File: src/rtl/pong_event_gen.sv
// Frame-synchronous Pong event detector: wall/paddle/goal pulses, scores, serve hold-off
// and game-end level. All outputs registered, one cycle after the causing frame_tick.
module pong_event_gen #(
  parameter int unsigned SCREEN_W     = 640,
  parameter int unsigned SCREEN_H     = 480,
  parameter int unsigned BALL_SIZE    = 8,
  parameter int unsigned PADDLE_W     = 8,
  parameter int unsigned PADDLE_H     = 64,
  parameter int unsigned PADDLE_LX    = 16,
  parameter int unsigned PADDLE_RX    = 616,
  parameter int unsigned WIN_SCORE    = 7,
  parameter int unsigned SERVE_FRAMES = 60
) (
  input  logic       clk,
  input  logic       rst,
  input  logic       frame_tick,
  input  logic [9:0] ball_x,
  input  logic [9:0] ball_y,
  input  logic [9:0] paddle_l_y,
  input  logic [9:0] paddle_r_y,
  output logic       wall_hit,
  output logic       paddle_hit,
  output logic       point_l,
  output logic       point_r,
  output logic       serve,
  output logic [3:0] score_l,
  output logic [3:0] score_r,
  output logic       game_end
);

  localparam logic [10:0] ScrW   = 11'(SCREEN_W);
  localparam logic [10:0] ScrH   = 11'(SCREEN_H);
  localparam logic [10:0] BallSz = 11'(BALL_SIZE);
  localparam logic [10:0] PadW   = 11'(PADDLE_W);
  localparam logic [10:0] PadH   = 11'(PADDLE_H);
  localparam logic [10:0] PadLx  = 11'(PADDLE_LX);
  localparam logic [10:0] PadRx  = 11'(PADDLE_RX);
  localparam logic [3:0]  Win    = 4'(WIN_SCORE);
  localparam logic [7:0]  SrvCnt = 8'(SERVE_FRAMES - 1);

  typedef enum logic [1:0] {StPlay, StServe, StOver} state_e;

  state_e     state_q, state_d;
  logic [7:0] cnt_q, cnt_d;
  logic [3:0] score_l_q, score_l_d, score_r_q, score_r_d;
  logic       wall_prev_q, wall_prev_d, pad_prev_q, pad_prev_d;
  logic       wall_hit_d, paddle_hit_d, point_l_d, point_r_d, serve_d;

  // 11-bit geometry so that position + size never wraps
  logic [10:0] bx, by, bx_end, by_end, pl, pr;
  logic [3:0]  score_l_inc, score_r_inc;
  logic        wall, pad_l, pad_r, pad, goal_l, goal_r;

  assign bx     = {1'b0, ball_x};
  assign by     = {1'b0, ball_y};
  assign bx_end = bx + BallSz;
  assign by_end = by + BallSz;
  assign pl     = {1'b0, paddle_l_y};
  assign pr     = {1'b0, paddle_r_y};

  assign wall   = (ball_y == 10'd0) || (by_end >= ScrH);
  assign pad_l  = (bx < PadLx + PadW) && (bx_end > PadLx) && (by_end > pl) && (by < pl + PadH);
  assign pad_r  = (bx < PadRx + PadW) && (bx_end > PadRx) && (by_end > pr) && (by < pr + PadH);
  assign pad    = pad_l || pad_r;
  assign goal_r = (ball_x == 10'd0);
  assign goal_l = (bx_end >= ScrW);

  assign score_l_inc = (score_l_q == 4'hf) ? 4'hf : score_l_q + 4'd1;
  assign score_r_inc = (score_r_q == 4'hf) ? 4'hf : score_r_q + 4'd1;

  always_comb begin
    state_d      = state_q;
    cnt_d        = cnt_q;
    score_l_d    = score_l_q;
    score_r_d    = score_r_q;
    wall_prev_d  = wall_prev_q;
    pad_prev_d   = pad_prev_q;
    wall_hit_d   = 1'b0;
    paddle_hit_d = 1'b0;
    point_l_d    = 1'b0;
    point_r_d    = 1'b0;
    serve_d      = 1'b0;
    if (frame_tick) begin
      unique case (state_q)
        StPlay: begin
          wall_prev_d = wall;
          pad_prev_d  = pad;
          if (goal_r) begin
            point_r_d = 1'b1;
            score_r_d = score_r_inc;
            if (score_r_inc == Win) begin
              state_d = StOver;
            end else begin
              state_d = StServe;
              cnt_d   = SrvCnt;
            end
          end else if (goal_l) begin
            point_l_d = 1'b1;
            score_l_d = score_l_inc;
            if (score_l_inc == Win) begin
              state_d = StOver;
            end else begin
              state_d = StServe;
              cnt_d   = SrvCnt;
            end
          end else begin
            wall_hit_d   = wall && !wall_prev_q;
            paddle_hit_d = pad && !pad_prev_q;
          end
        end
        StServe: begin
          wall_prev_d = 1'b0;
          pad_prev_d  = 1'b0;
          if (cnt_q == 8'd0) begin
            serve_d = 1'b1;
            state_d = StPlay;
          end else begin
            cnt_d = cnt_q - 8'd1;
          end
        end
        StOver: ;
        default: state_d = StPlay;
      endcase
    end
  end

  always_ff @(posedge clk) begin
    if (rst) begin
      state_q     <= StPlay;
      cnt_q       <= 8'd0;
      score_l_q   <= 4'd0;
      score_r_q   <= 4'd0;
      wall_prev_q <= 1'b0;
      pad_prev_q  <= 1'b0;
      wall_hit    <= 1'b0;
      paddle_hit  <= 1'b0;
      point_l     <= 1'b0;
      point_r     <= 1'b0;
      serve       <= 1'b0;
    end else begin
      state_q     <= state_d;
      cnt_q       <= cnt_d;
      score_l_q   <= score_l_d;
      score_r_q   <= score_r_d;
      wall_prev_q <= wall_prev_d;
      pad_prev_q  <= pad_prev_d;
      wall_hit    <= wall_hit_d;
      paddle_hit  <= paddle_hit_d;
      point_l     <= point_l_d;
      point_r     <= point_r_d;
      serve       <= serve_d;
    end
  end

  assign score_l  = score_l_q;
  assign score_r  = score_r_q;
  assign game_end = (state_q == StOver);

endmodule
File: config.mk
export PLATFORM = sky130hd
export DESIGN_NAME = pong_event_gen
export DESIGN_NICKNAME = d
export VERILOG_FILES = /design/src/rtl/pong_event_gen.sv
export SDC_FILE = /design/constraint.sdc
export NUM_CORES = 1
export LEC_CHECK = 0
export CAP_MARGIN = 15
export CELL_PAD_IN_SITES_DETAIL_PLACEMENT = 1
export CELL_PAD_IN_SITES_GLOBAL_PLACEMENT = 2
export CORE_ASPECT_RATIO = 1.1
export CORE_MARGIN = 2
export CORE_UTILIZATION = 32
export CTS_BUF_LIST = sky130_fd_sc_hd__clkbuf_4 sky130_fd_sc_hd__clkbuf_8 sky130_fd_sc_hd__clkbuf_16
export CTS_CLUSTER_DIAMETER = 60
export DETAILED_ROUTE_END_ITERATION = 16
export GPL_TIMING_DRIVEN = 0
export PLACE_DENSITY = 0.85
export SLEW_MARGIN = 30
export SYNTH_ARGS = -nofsm -noshare
export SYNTH_HDL_FRONTEND = slang
export SYNTH_SLANG_ARGS = --single-unit
File: constraint.sdc
create_clock -name clk -period 3 [get_ports clk]
set_input_delay 0.3 -clock clk [delete_from_list [all_inputs] [get_ports clk]]
set_output_delay 0.3 -clock clk [all_outputs]
set_load 0.05 [all_outputs]
# Word-level counts from Yosys, hierarchy flattened
# Index checks and enable logic that the tools add are counted.
# word_totals
output_inout_bits	14
word_cells	89
in_bits	43
register_bits	25
# classes
bitwise	5
add_sub_neg	7
muxes	19
eq_ne	11
reduce_logical	26
n_lt_le_gt_ge	10
# op_table
op	count
$mux W8	5
$add A10 B4 Y11 const B	2
$add A10 B7 Y11 const B	2
$gt A11 B10 Y1	2
$lt A10 B11 Y1	2
$logic_not A10 Y1	2
$pmux W8 S2	1
$ge A11 B10 Y1 const B	1
$ge A11 B9 Y1 const B	1
$gt A11 B10 Y1 const B	1
$gt A11 B5 Y1 const B	1
$lt A10 B10 Y1 const B	1
$lt A10 B5 Y1 const B	1
$mux W2	5
$ne A3 B3 Y1 const B	3
$add A4 B1 Y4 const B	2
$eq A4 B3 Y1 const B	2
$eq A4 B4 Y1 const B	2
$logic_and A1 B1 Y1	8
$logic_not A8 Y1	1
$mux W4	2
$reduce_and A4 Y1	2
$sub A8 B1 Y8 const B	1
$pmux W2 S3	1
16 further kinds	27

# Longest topological paths before layout
# depth
depth_word	7
depth_mapped	10
mapped_depth_nobuf	10

# Least setup slack after synthesis
# No wires, ideal clock.
# synth_timing
path_type	reg2reg
start	reg score_l_q[0], in the netlist score_l[0]
end	reg cnt_q[1]
required_ns	2.879
setup_time_ns	0.121
setup_slack_ns	0.603
period_less_slack_ns	2.397
path_stages_with_launch	8
path_buffers	0
t_arrival_ns	2.275
cell_sequence	dfxtp_1 > ha_1 > xnor2_1 > or4_1 > nor2_1 > nor4_4 > o21ai_4 > mux2_4
# synth_via
elab_chain_cells	5
word_cells_on_any_way	6
cone_classes	1 x add/sub; 3 x eq/ne; 1 x mux; 1 x reduce/logical
# synth_lines
element	line	rtl
from (decl)	45	logic [3:0] score_l_q, score_l_d, score_r_q, score_r_d;
from (signal assigned)	143	score_l_q <= score_l_d;
$add A4 B1 Y4 or $eq A4 B4 Y1 (tied branches)	68	assign score_l_inc = (score_l_q == 4'hf) ? 4'hf : score_l_q + 4'd1;
$mux W4 (*)	68	
$eq A4 B3 Y1 (*)	100	if (score_l_inc == Win) begin
$ne A3 B3 Y1 (no line) (*)	--	
$reduce_and A6 Y1 (no line) (*)	--	
to (signal assigned)	142	cnt_q <= cnt_d;
to (decl)	44	logic [7:0] cnt_q, cnt_d;
# Mark *: on every way between the ends. The rest lies on a longest branch, timed or not.
# A chain may end at the register's enable or synchronous reset.

# Worst setup path after layout
# layout_timing
start	in ball_y[5]
end	reg paddle_hit
# layout_via
elab_chain_cells	6
word_cells_on_any_way	11
cone_classes	1 x add/sub; 4 x order compare; 6 x reduce/logical
# layout_lines
element	line	rtl
from (decl)	18	input logic [9:0] ball_y,
$add A10 B4 Y11	57	assign by_end = by + BallSz;
$gt A11 B10 Y1, on equally long branches	62, 63	
$logic_and A1 B1 Y1, on equally long branches (2 in a row)	62, 63	
$logic_or A1 B1 Y1 (*)	64	assign pad = pad_l || pad_r;
$logic_and A1 B1 Y1 (*)	108	paddle_hit_d = pad && !pad_prev_q;
to (signal assigned)	148	paddle_hit <= paddle_hit_d;
to (decl)	22	output logic paddle_hit,
# Marked as above.

==> impl_metrics.env <==
export IMPL_outcome="finished clean"
export IMPL_max_clock_freq_mhz=371
export IMPL_instances_no_fill=481
export IMPL_critPathBufInv=1
export IMPL_path_clk_slew_ns=0.09
export IMPL_gp_congestion=0.860
export IMPL_hold_start="pad_prev_q"
export IMPL_ioPinCount=57
export IMPL_ant_nets=0
export IMPL_rows=34
export IMPL_dieArea_mm2=0.00882
export IMPL_die_h_um=98.3
export IMPL_p_per_area_mw_per_mm2=280
export IMPL_synth_edf_count=0
export IMPL_grt_max_degree=14
export IMPL_postCtsSetupBuffers=0
export IMPL_worst_ep_arrival_time_ns=2.90
export IMPL_synth_warnings=0
export IMPL_io_buffers=53
export IMPL_r2r_slack_ns=0.72
export IMPL_crit_family="compound AO/OA/AOI/OAI gates"
export IMPL_final_util=0.424
export IMPL_dp_hpwl_um=6080
export IMPL_grt_pass1_vias=2748
export IMPL_cts_buffers=3
export IMPL_critPathKind="in2reg"
export IMPL_slew_headroom=0.638
export IMPL_slowest_stage="a2111oi_2"
export IMPL_tns_ns=0
export IMPL_synth_area_mm2=0.00259
export IMPL_cp_start_kind="input pin"
export IMPL_placedCellCount=477
export IMPL_syn_nets=403
export IMPL_syn_avg_cell_area_um2=8.18
export IMPL_cp_required_ns=3.20
export IMPL_worstMarginPinSlew_ns=0.539
export IMPL_final_hold_viol_count=0
export IMPL_route_detailed_drc=0
export IMPL_vias=2588
export IMPL_maxSlewViolCount=0
export IMPL_async_reset_ff_frac=0
export IMPL_grt_usage=0.177
export IMPL_min_path_cells=1
export IMPL_ys_types=63
export IMPL_synth_seq_cells=25
export IMPL_clk_path_buf_depth=2
export IMPL_rr_worst_depth=7
export IMPL_ir_worst_vdd_mv=0.301
export IMPL_clk_latency_ns=0.27
export IMPL_cap_violations=0
export IMPL_drtPass1Iterations=6
export IMPL_setup_viol=0
export IMPL_whs_ns=0.425
export IMPL_coreArea_mm2=0.00787
export IMPL_crit_start="ball_y[5]"
export IMPL_start_util=0.329
export IMPL_drive_gt1_frac=0.0724
export IMPL_path_cells="dlygate4sd2_1 -> and2_1 -> nand4_1 -> xnor2_2 -> ha_1 -> and4_1 -> a41oi_1 -> o211ai_1 -> a2111oi_2 -> a41oi_1 -> nor3_1"
export IMPL_yosys_most_used_dff="dfxtp_1"
export IMPL_antenna_found_initial=0
export IMPL_cts_max_level=1
export IMPL_finClkSkew_ns=0.00262
export IMPL_hold_end="paddle_hit"
export IMPL_seqCellArea_um2=500
export IMPL_finalInstanceArea_mm2=0.00334
export IMPL_cp_end_kind="flip-flop"
export IMPL_cpMostUsedCell="a41oi_1"
export IMPL_avgViaCountPerCell=5.38
export IMPL_cts_sinks=25
export IMPL_critical_path_max_stage_delay_ns=0.42
export IMPL_die_w_um=89.7
export IMPL_ys_seq_area_frac=0.194
export IMPL_antenna_cells=0
export IMPL_grt_pass1_wl_um=13100
export IMPL_period_needed_ns=2.69
export IMPL_wl_per_cell_um=15.6
export IMPL_overflow=0
export IMPL_p_leak_nw=1.42
export IMPL_nFillCells=934
export IMPL_final_nets=461
export IMPL_area_delta_synth_final_pct=29.1
export IMPL_multi_input_area_mm2=0.00196
export IMPL_cts_tree="built"
export IMPL_wirelength_um=7490
export IMPL_worstReg2RegEnd="cnt_q[1]"
export IMPL_synth_cells=316
export IMPL_first_iter_violations=81
export IMPL_post_route_period_util=0.898
export IMPL_place_area_mm2=0.00325
export IMPL_reg2reg_from="score_l[0]"
export IMPL_cts_root_buf="clkbuf_8"
export IMPL_critPathMaxFanout=6
export IMPL_holdCritPathClass="reg2reg"
==> Yosys cell counts (all sizes together) (2+ instances only) <==
cell,count,area share
nor4,3,0.015
a31oi,3,0.0097
buf,3,0.0082
clkbuf,3,0.0048
a2111oi,3,0.010
nand4,7,0.017
nand3b,3,0.0087
o41ai,3,0.016
inv,35,0.051
nor2b,4,0.0097
a21oi,17,0.033
xor2,2,0.0068
a311oi,7,0.024
and3,7,0.017
and4,2,0.0068
a41oi,2,0.0068
and2,5,0.012
a211oi,5,0.015
o2111ai,3,0.010
a21o,4,0.012
ha,44,0.21
or4,4,0.012
xnor2,10,0.034
dfxtp,25,0.19
or3,2,0.0048
nor2,24,0.036
o211ai,4,0.012
nand2b,4,0.0097
o21ai,9,0.022
nand2,15,0.022
nor3,11,0.026
nand3,18,0.035
a31o,2,0.0068
o31ai,3,0.0087
==> registers in the layout, indices dropped and copies added (netlist names) <==
name and count:
cnt_q 8, wall_prev_q 1, wall_hit 1, state_q 2
point_l 1, score_l 4, serve 1, point_r 1
pad_prev_q 1, paddle_hit 1, score_r 4
==> metal layers <==
metal  share of wire  track usage
met5               0            0
met3           0.041       0.0278
met1            0.48        0.232
met4           0.014       0.0497
met2            0.46        0.303
==> per-stage QoR <==
stage | power [mW] | worst slack [ns]
after floorplan | 0.583 | 0.603
after global placement | 0.716 | -0.442
after detailed placement | 0.726 | -0.490
after CTS | 0.944 | 0.0287
after global routing | 1.01 | -0.0207
final | 0.936 | 0.306
==> report_power, final <==
group | switching (mW) | internal, mW
clock network | 0.112 | 0.104
registers | 0.0128 | 0.344
logic | 0.198 | 0.165
==> final cells by class <==
class | instances | share of cell area
Multi-Input combinational cell | 250 | 0.586
Buffer | 6 | 0.0101
Sequential cell | 25 | 0.150
Timing Repair Buffer | 53 | 0.160
Inverter | 35 | 0.0393
Tap cell | 108 | 0.0405
Clock buffer | 4 | 0.0146
==> kinds of logic after synthesis <==
| group | share of synthesized area |
|---|---|
| AO/OA/AOI/OAI | 0.236 |
| XOR/XNOR | 0.0406 |
| flip-flops | 0.194 |
| multiplexers | 0.00580 |
| AND/OR/NAND/NOR | 0.247 |
| buffers and inverters | 0.0639 |
| adder cells (fa/ha/maj) | 0.213 |
==> worst max path at each step <==
stage | slack (ns) | cells past startpoint | end
3_5_place_dp | -0.49 | 11 | paddle_hit
5_1_grt | -0.02 | 11 | paddle_hit
3_3_place_gp | -0.44 | 11 | paddle_hit
4_1_cts | 0.03 | 11 | paddle_hit
2_1_floorplan | 0.60 | 7 | cnt_q[1]
6_report | 0.31 | 11 | paddle_hit
==> cell usage in the layout, fill, tap and decap left out, types with 5 or more instances in the layout <==
| master | n |
|---|---|
| a211oi_1 | 5 |
| a21oi_1 | 17 |
| a311oi_1 | 7 |
| and2_1 | 5 |
| and3_1 | 7 |
| clkdlybuf4s50_1 | 48 |
| dfxtp_1 | 25 |
| ha_1 | 44 |
| inv_1 | 35 |
| nand2_1 | 15 |
| nand3_1 | 18 |
| nand4_1 | 7 |
| nor2_1 | 23 |
| nor3_1 | 10 |
| o21ai_0 | 8 |
| xnor2_1 | 7 |
==> what timing repair did <==
item	CTS	global route
setup endpoints to repair	2	2
resized for setup	5	7
hold buffers	0	0
No activity file was read; power rests on OpenSTA's default activity.
